===== src/rtl/mem_bus_arbiter_pkg.sv =====
// Shared types for the fetch/data memory-port arbiter.
// Bus widths of the latched request are fixed here; the top's ADDR_W/DATA_W must not exceed them.
package mem_bus_arbiter_pkg;

   localparam int unsigned MEM_ADDR_W = 64;
   localparam int unsigned MEM_DATA_W = 64;
   localparam int unsigned MEM_STRB_W = MEM_DATA_W / 8;
   localparam int unsigned STREAK_W   = 4;

   // Access size used for every instruction fetch (4 bytes).
   localparam logic [2:0] MSIZE4 = 3'd2;

   typedef enum logic [1:0] {
      IDLE,
      REQ,
      RESP
   } arb_state_t;

   typedef enum logic {
      OWN_I,
      OWN_D
   } arb_owner_t;

   typedef struct packed {
      logic                  valid;
      logic                  write;
      logic [MEM_ADDR_W-1:0] addr;
      logic [2:0]            size;
      logic [MEM_STRB_W-1:0] strobe;
      logic [MEM_DATA_W-1:0] wdata;
   } mem_req_t;

endpackage


===== src/rtl/mem_bus_arbiter_arb_pick.sv =====
// Combinational winner selection: dbus has priority unless ibus has been
// starved for MAX_D_STREAK consecutive dbus grants.
module arb_pick
   import mem_bus_arbiter_pkg::*;
#(
   parameter int unsigned MAX_D_STREAK = 4
) (
   input  logic                i_valid,
   input  logic                d_valid,
   input  logic [STREAK_W-1:0] streak,
   output logic                grant_i_c,
   output logic                grant_d_c
);

   logic force_i;

   // Winner decode; exactly one grant when any requester is valid.
   always_comb begin
      force_i   = i_valid && (streak == STREAK_W'(MAX_D_STREAK));
      grant_d_c = d_valid && !force_i;
      grant_i_c = i_valid && !grant_d_c;
   end

endmodule


===== src/rtl/mem_bus_arbiter.sv =====
// Shares a single memory port between the fetch bus and the data bus,
// one transaction at a time, returning each response to its issuer.
// Optional macro ARB_PERF_CNT_EN adds grant and busy-cycle counters.
module mem_bus_arbiter
   import mem_bus_arbiter_pkg::*;
#(
   parameter int unsigned ADDR_W       = 64,
   parameter int unsigned DATA_W       = 64,
   parameter int unsigned MAX_D_STREAK = 4
) (
   input  logic                clk,
   input  logic                reset,
   input  logic                i_valid,
   input  logic [ADDR_W-1:0]   i_addr,
   output logic                i_addr_ok,
   output logic                i_data_ok,
   output logic [31:0]         i_rdata,
   input  logic                d_valid,
   input  logic [ADDR_W-1:0]   d_addr,
   input  logic [2:0]          d_size,
   input  logic [DATA_W/8-1:0] d_strobe,
   input  logic [DATA_W-1:0]   d_wdata,
   output logic                d_addr_ok,
   output logic                d_data_ok,
   output logic [DATA_W-1:0]   d_rdata,
   output logic                m_valid,
   output logic                m_write,
   output logic [ADDR_W-1:0]   m_addr,
   output logic [2:0]          m_size,
   output logic [DATA_W/8-1:0] m_strobe,
   output logic [DATA_W-1:0]   m_wdata,
   input  logic                m_ready,
   input  logic [DATA_W-1:0]   m_rdata
`ifdef ARB_PERF_CNT_EN
   ,
   output logic [31:0]         perf_i_grants,
   output logic [31:0]         perf_d_grants,
   output logic [31:0]         perf_busy_cycles
`endif
);

   arb_state_t          state_q, state_d;
   arb_owner_t          owner_q;
   logic [STREAK_W-1:0] streak_q;
   mem_req_t            m_q;
   logic                grant_i_c, grant_d_c;
   logic                done_c;

   assign done_c = (state_q == REQ) && m_ready;

   arb_pick #(
      .MAX_D_STREAK (MAX_D_STREAK)
   ) u_pick (
      .i_valid   (i_valid),
      .d_valid   (d_valid),
      .streak    (streak_q),
      .grant_i_c (grant_i_c),
      .grant_d_c (grant_d_c)
   );

   // State register.
   always_ff @(posedge clk or negedge reset) begin
      if (!reset) state_q <= IDLE;
      else        state_q <= state_d;
   end

   // Next state and same-cycle accept; accepts are held off while reset is asserted.
   always_comb begin
      state_d   = state_q;
      i_addr_ok = 1'b0;
      d_addr_ok = 1'b0;
      case (state_q)
         IDLE: begin
            i_addr_ok = grant_i_c && reset;
            d_addr_ok = grant_d_c && reset;
            if (grant_i_c || grant_d_c) state_d = REQ;
         end
         REQ:     if (m_ready) state_d = RESP;
         RESP:    state_d = IDLE;
         default: state_d = IDLE;
      endcase
   end

   // Latch the winner's request; hold it stable until memory completes.
   always_ff @(posedge clk or negedge reset) begin
      if (!reset) begin
         m_q     <= '0;
         owner_q <= OWN_I;
      end else if (d_addr_ok) begin
         m_q.valid  <= 1'b1;
         m_q.write  <= |d_strobe;
         m_q.addr   <= MEM_ADDR_W'(d_addr);
         m_q.size   <= d_size;
         m_q.strobe <= MEM_STRB_W'(d_strobe);
         m_q.wdata  <= MEM_DATA_W'(d_wdata);
         owner_q    <= OWN_D;
      end else if (i_addr_ok) begin
         m_q.valid  <= 1'b1;
         m_q.write  <= 1'b0;
         m_q.addr   <= MEM_ADDR_W'(i_addr);
         m_q.size   <= MSIZE4;
         m_q.strobe <= '0;
         m_q.wdata  <= '0;
         owner_q    <= OWN_I;
      end else if (done_c) begin
         m_q.valid  <= 1'b0;
      end
   end

   // Capture read data for the owner and pulse its data_ok for one cycle.
   always_ff @(posedge clk or negedge reset) begin
      if (!reset) begin
         i_data_ok <= 1'b0;
         d_data_ok <= 1'b0;
         i_rdata   <= '0;
         d_rdata   <= '0;
      end else begin
         i_data_ok <= 1'b0;
         d_data_ok <= 1'b0;
         if (done_c) begin
            if (owner_q == OWN_I) begin
               i_data_ok <= 1'b1;
               i_rdata   <= m_rdata[31:0];
            end else begin
               d_data_ok <= 1'b1;
               d_rdata   <= m_rdata;
            end
         end
      end
   end

   // Count consecutive dbus grants taken while ibus was waiting.
   always_ff @(posedge clk or negedge reset) begin
      if (!reset) begin
         streak_q <= '0;
      end else if (i_addr_ok) begin
         streak_q <= '0;
      end else if (d_addr_ok) begin
         if (!i_valid)
            streak_q <= '0;
         else if (streak_q != STREAK_W'(MAX_D_STREAK))
            streak_q <= streak_q + STREAK_W'(1);
      end
   end

   assign m_valid  = m_q.valid;
   assign m_write  = m_q.write;
   assign m_addr   = m_q.addr[ADDR_W-1:0];
   assign m_size   = m_q.size;
   assign m_strobe = m_q.strobe[DATA_W/8-1:0];
   assign m_wdata  = m_q.wdata[DATA_W-1:0];

`ifdef ARB_PERF_CNT_EN
   // Wrap-around grant and occupancy counters.
   always_ff @(posedge clk or negedge reset) begin
      if (!reset) begin
         perf_i_grants    <= '0;
         perf_d_grants    <= '0;
         perf_busy_cycles <= '0;
      end else begin
         if (i_addr_ok)         perf_i_grants    <= perf_i_grants + 32'd1;
         if (d_addr_ok)         perf_d_grants    <= perf_d_grants + 32'd1;
         if (state_q != IDLE)   perf_busy_cycles <= perf_busy_cycles + 32'd1;
      end
   end
`endif

endmodule


===== config.mk =====
export PLATFORM = sky130hd
export DESIGN_NAME = mem_bus_arbiter
export DESIGN_NICKNAME = d
export VERILOG_FILES = /design/src/rtl/mem_bus_arbiter_pkg.sv /design/src/rtl/mem_bus_arbiter_arb_pick.sv /design/src/rtl/mem_bus_arbiter.sv
export SDC_FILE = /design/constraint.sdc
export NUM_CORES = 1
export LEC_CHECK = 0
export BUFFER_PORTS_ARGS = -buffer_cell sky130_fd_sc_hd__buf_2
export CAP_MARGIN = 20
export CORE_AREA = 2 2 197 199
export CTS_CLUSTER_DIAMETER = 200
export CTS_CLUSTER_SIZE = 24
export DETAILED_ROUTE_END_ITERATION = 10
export DIE_AREA = 0 0 199 201
export MAX_ROUTING_LAYER = met4
export PLACE_DENSITY = 0.64
export SYNTH_ARGS = -nofsm -noshare
export SYNTH_HDL_FRONTEND = slang
export SYNTH_SLANG_ARGS = --single-unit

===== constraint.sdc =====
create_clock -name clk -period 1.9 [get_ports clk]
set_input_delay 0.285 -clock clk [delete_from_list [all_inputs] [get_ports clk]]
set_output_delay 0.285 -clock clk [all_outputs]
set_load 0.02 [all_outputs]

==> metrics.txt <==
DPL Wire Length=24.5 mm; Setup WS post-layout=-0.155 ns; Fmax=about 490 MHz; clk buf depth=3; area share of and/or/nand/nor cells after synthesis=1.82%; initial antenna violation count=0; power per cell area=1520 nW/um2; Detail Route Antenna Nets=0; most common cell after layout, fill and taps aside=buf_2; grt total ovfl=0; Fin. Hold Viols=0; core area=38100 um2; CP required=roughly 2.3 ns; Worst-Margin Slew=about 0.86 ns; I/O Buffers=512; Die W=approximately 200 um; Pre-antenna DRT Iters=5; Hold WC Path Type=in2reg; first-pass GRT wire length=53.4 mm; largest cells by area after synthesis=dfrtp_1 (59%), mux2_2 (10%), a22o_1 (6.3%); mux contribution to synthesized area=10.4%; area share of the largest cell type after synthesis=59.4%; GRT busiest layer=met2; Crit path arrival time=2.48 ns; Worst slew margin=42.9%; final total power=23.0 mW; max-cap viol count=0; RSZ-0062 raised after global routing=true; Final Net Count=1654; DIE AREA=around 40000 um2; CTS HTree Levels=1; max-slew violations=0; peak fanout along the critical path=2; status=finished, violations left; I/O Pins=513; vias in the first global route=approximately 9500; initial DRC count=between 500 and 600; Yosys warning count=0; Worst Setup End Kind=flip-flop; drt total wl=35.7 mm; Post-Synth XOR/XNOR Area=0%; Global Route Usage Sum=17.3%; adder-cell share of the synthesized area=0.241%; GR Util met2=28.9%; Mapped Nets=between 1000 and 1500; Clock Pin Slew Worst Setup and Hold Paths=0.10 ns; commonest non-fill, non-tap cells in the layout=buf_2 (509), dfrtp_1 (246), mux2_2 (96); met1 Usage GRT=around 22%; complex-gate fraction of the synthesized area=between 20 and 25%; Async S/R FF share, synth=100%; Area Growth Syn to Fin=45.9%; Mapped Cells=803; clk sink count=246; Final Wtd Congestion=0.897; Inserted Clock Buffers=14; Seq/Total Area, Yosys=between 50% and 60%; Clk Latency, worst-skew pair=0.51 ns; die height=201 um; clock period minus worst slack=~2 ns; root buffer cell=clkbuf_16; maximum vdd ir drop=1.09 mV; largest family of logic cells by synthesized area=compound AO/OA/AOI/OAI gates; via count=about 9300; DRC violations left=0; n_diodes=0; wire per inst=18.8 um; CP Class=reg2reg; Synth Area per Inst=12.9 um2; Startpoint Class=flip-flop; largest net degree at the start of global routing=140; # setup viols final=3; FF+latch count, synth=246; cell area after synthesis=between 10000 and 15000 um2; initial core utilization=27.2%; Post-Route Skew=0.0208 ns; share of cells above drive strength 1=51.2%; ys flop type=dfrtp_1; met3 Use GR=2.91%; failing checks=setup timing; Static Leak=7.36 nW; CTS tree=built; hold_ws=~0.019 ns; number of synthesized flops with an enable pin=0; Distinct cells, synth=32; largest area contributor in the netlist=dfrtp_1; Rows=72; period utilisation layout=108%; vias per inst=4.89
layout make-up:
class | instances | area [um2]
Clock buffer | 15 | 375
Clock inverter | 1 | 20.0
Sequential cell | 246 | 6160
Inverter | 68 | 255
Multi-Input combinational cell | 407 | 3660
Timing Repair Buffer | 643 | 4000
Fill cell | 3666 | 23000
Tap cell | 518 | 648
power by group:
part,switching [mW],internal [mW]
Combinational,6.15,4.54
Clock,1.79,1.45
Sequential,1.42,7.67
critical path, cell delays in order (launching register included):
cell,delay (ns)
dfrtp_1,0.39
inv_2,0.06
buf_4,0.13
buf_4,0.12
buf_4,0.12
buf_4,0.12
buf_4,0.12
buf_4,0.12
buf_4,0.12
buf_4,0.12
buf_4,0.12
buf_4,0.12
buf_4,0.12
buf_4,0.12
o22ai_2,0.12
registers in the layout, indices dropped and copies added (netlist names):
register   count
d_data_ok      1
d_rdata       64
i_data_ok      1
i_rdata       32
m_addr        64
m_size         3
m_strobe       8
m_valid        1
m_wdata       64
m_write        1
owner_q        1
state_q        2
streak_q       4
final timing paths:
| check | from | endpoint | slack, ns | cells after the start |
|---|---|---|---|---|
| hold / removal | d_wdata[33] | m_wdata[33] | 0.02 | 2 |
| min in group asynchronous | reset | state_q[1] | 0.47 | 3 |
| hold reg to reg | m_strobe[5] | m_strobe[5] | 0.50 | 1 |
| setup reg to reg | streak_q[1] | streak_q[1] | -0.16 | 14 |
| setup / recovery | streak_q[1] | streak_q[1] | -0.16 | 14 |
| max in group asynchronous | reset | m_addr[31] | 0.30 | 4 |
cell usage after synthesis (3+ instances only):
master    instances
nand2_1           8
a211oi_1          9
a311o_1          60
buf_1             7
nand3_1           3
buf_2            22
clkbuf_1         50
a22o_1           75
buf_6             3
inv_1            68
o21ai_0           3
mux2_2           96
a21oi_1           4
nor2_1            7
o22a_1           61
dfrtp_1         246
a31oi_1          60
cell families after synthesis:
| kind of cell | Yosys count |
|---|---|
| AO/OA/AOI/OAI | 276 |
| flip-flops | 246 |
| buffers and inverters | 150 |
| multiplexers | 96 |
| AND/OR/NAND/NOR | 33 |
| adder cells (fa/ha/maj) | 2 |
routing by layer:
layer	vias up	part of all wire, %
met5	-	0
met4	0	2.5
met3	53	6.4
met2	367	50
met1	4677	42
li1	4183	-
timing repair:
item	in CTS	in global routing
pin swaps	5	1
gates resized for setup	12	3
hold buffers	63	1
endpoints found under the setup margin	5	153
setup buffers	20	5
hold endpoints to repair	248	1
gates cloned	3	1
metrics by stage:
stage	std cells	setup WS (ns)	utilization, %	TNS [ns]	area [um2]
finish	1898	-0.155	39.7	-0.412	15100
floorplan	803	0.0187	-	0	10400
global route	1898	-0.225	39.7	-1.04	15100
detailed placement	1791	0.0353	36.1	0	13700
CTS	1891	-0.164	39.5	-1.71	15000
global placement	1791	0.0490	36.1	0	13700
(Power assumes the default switching activity.)
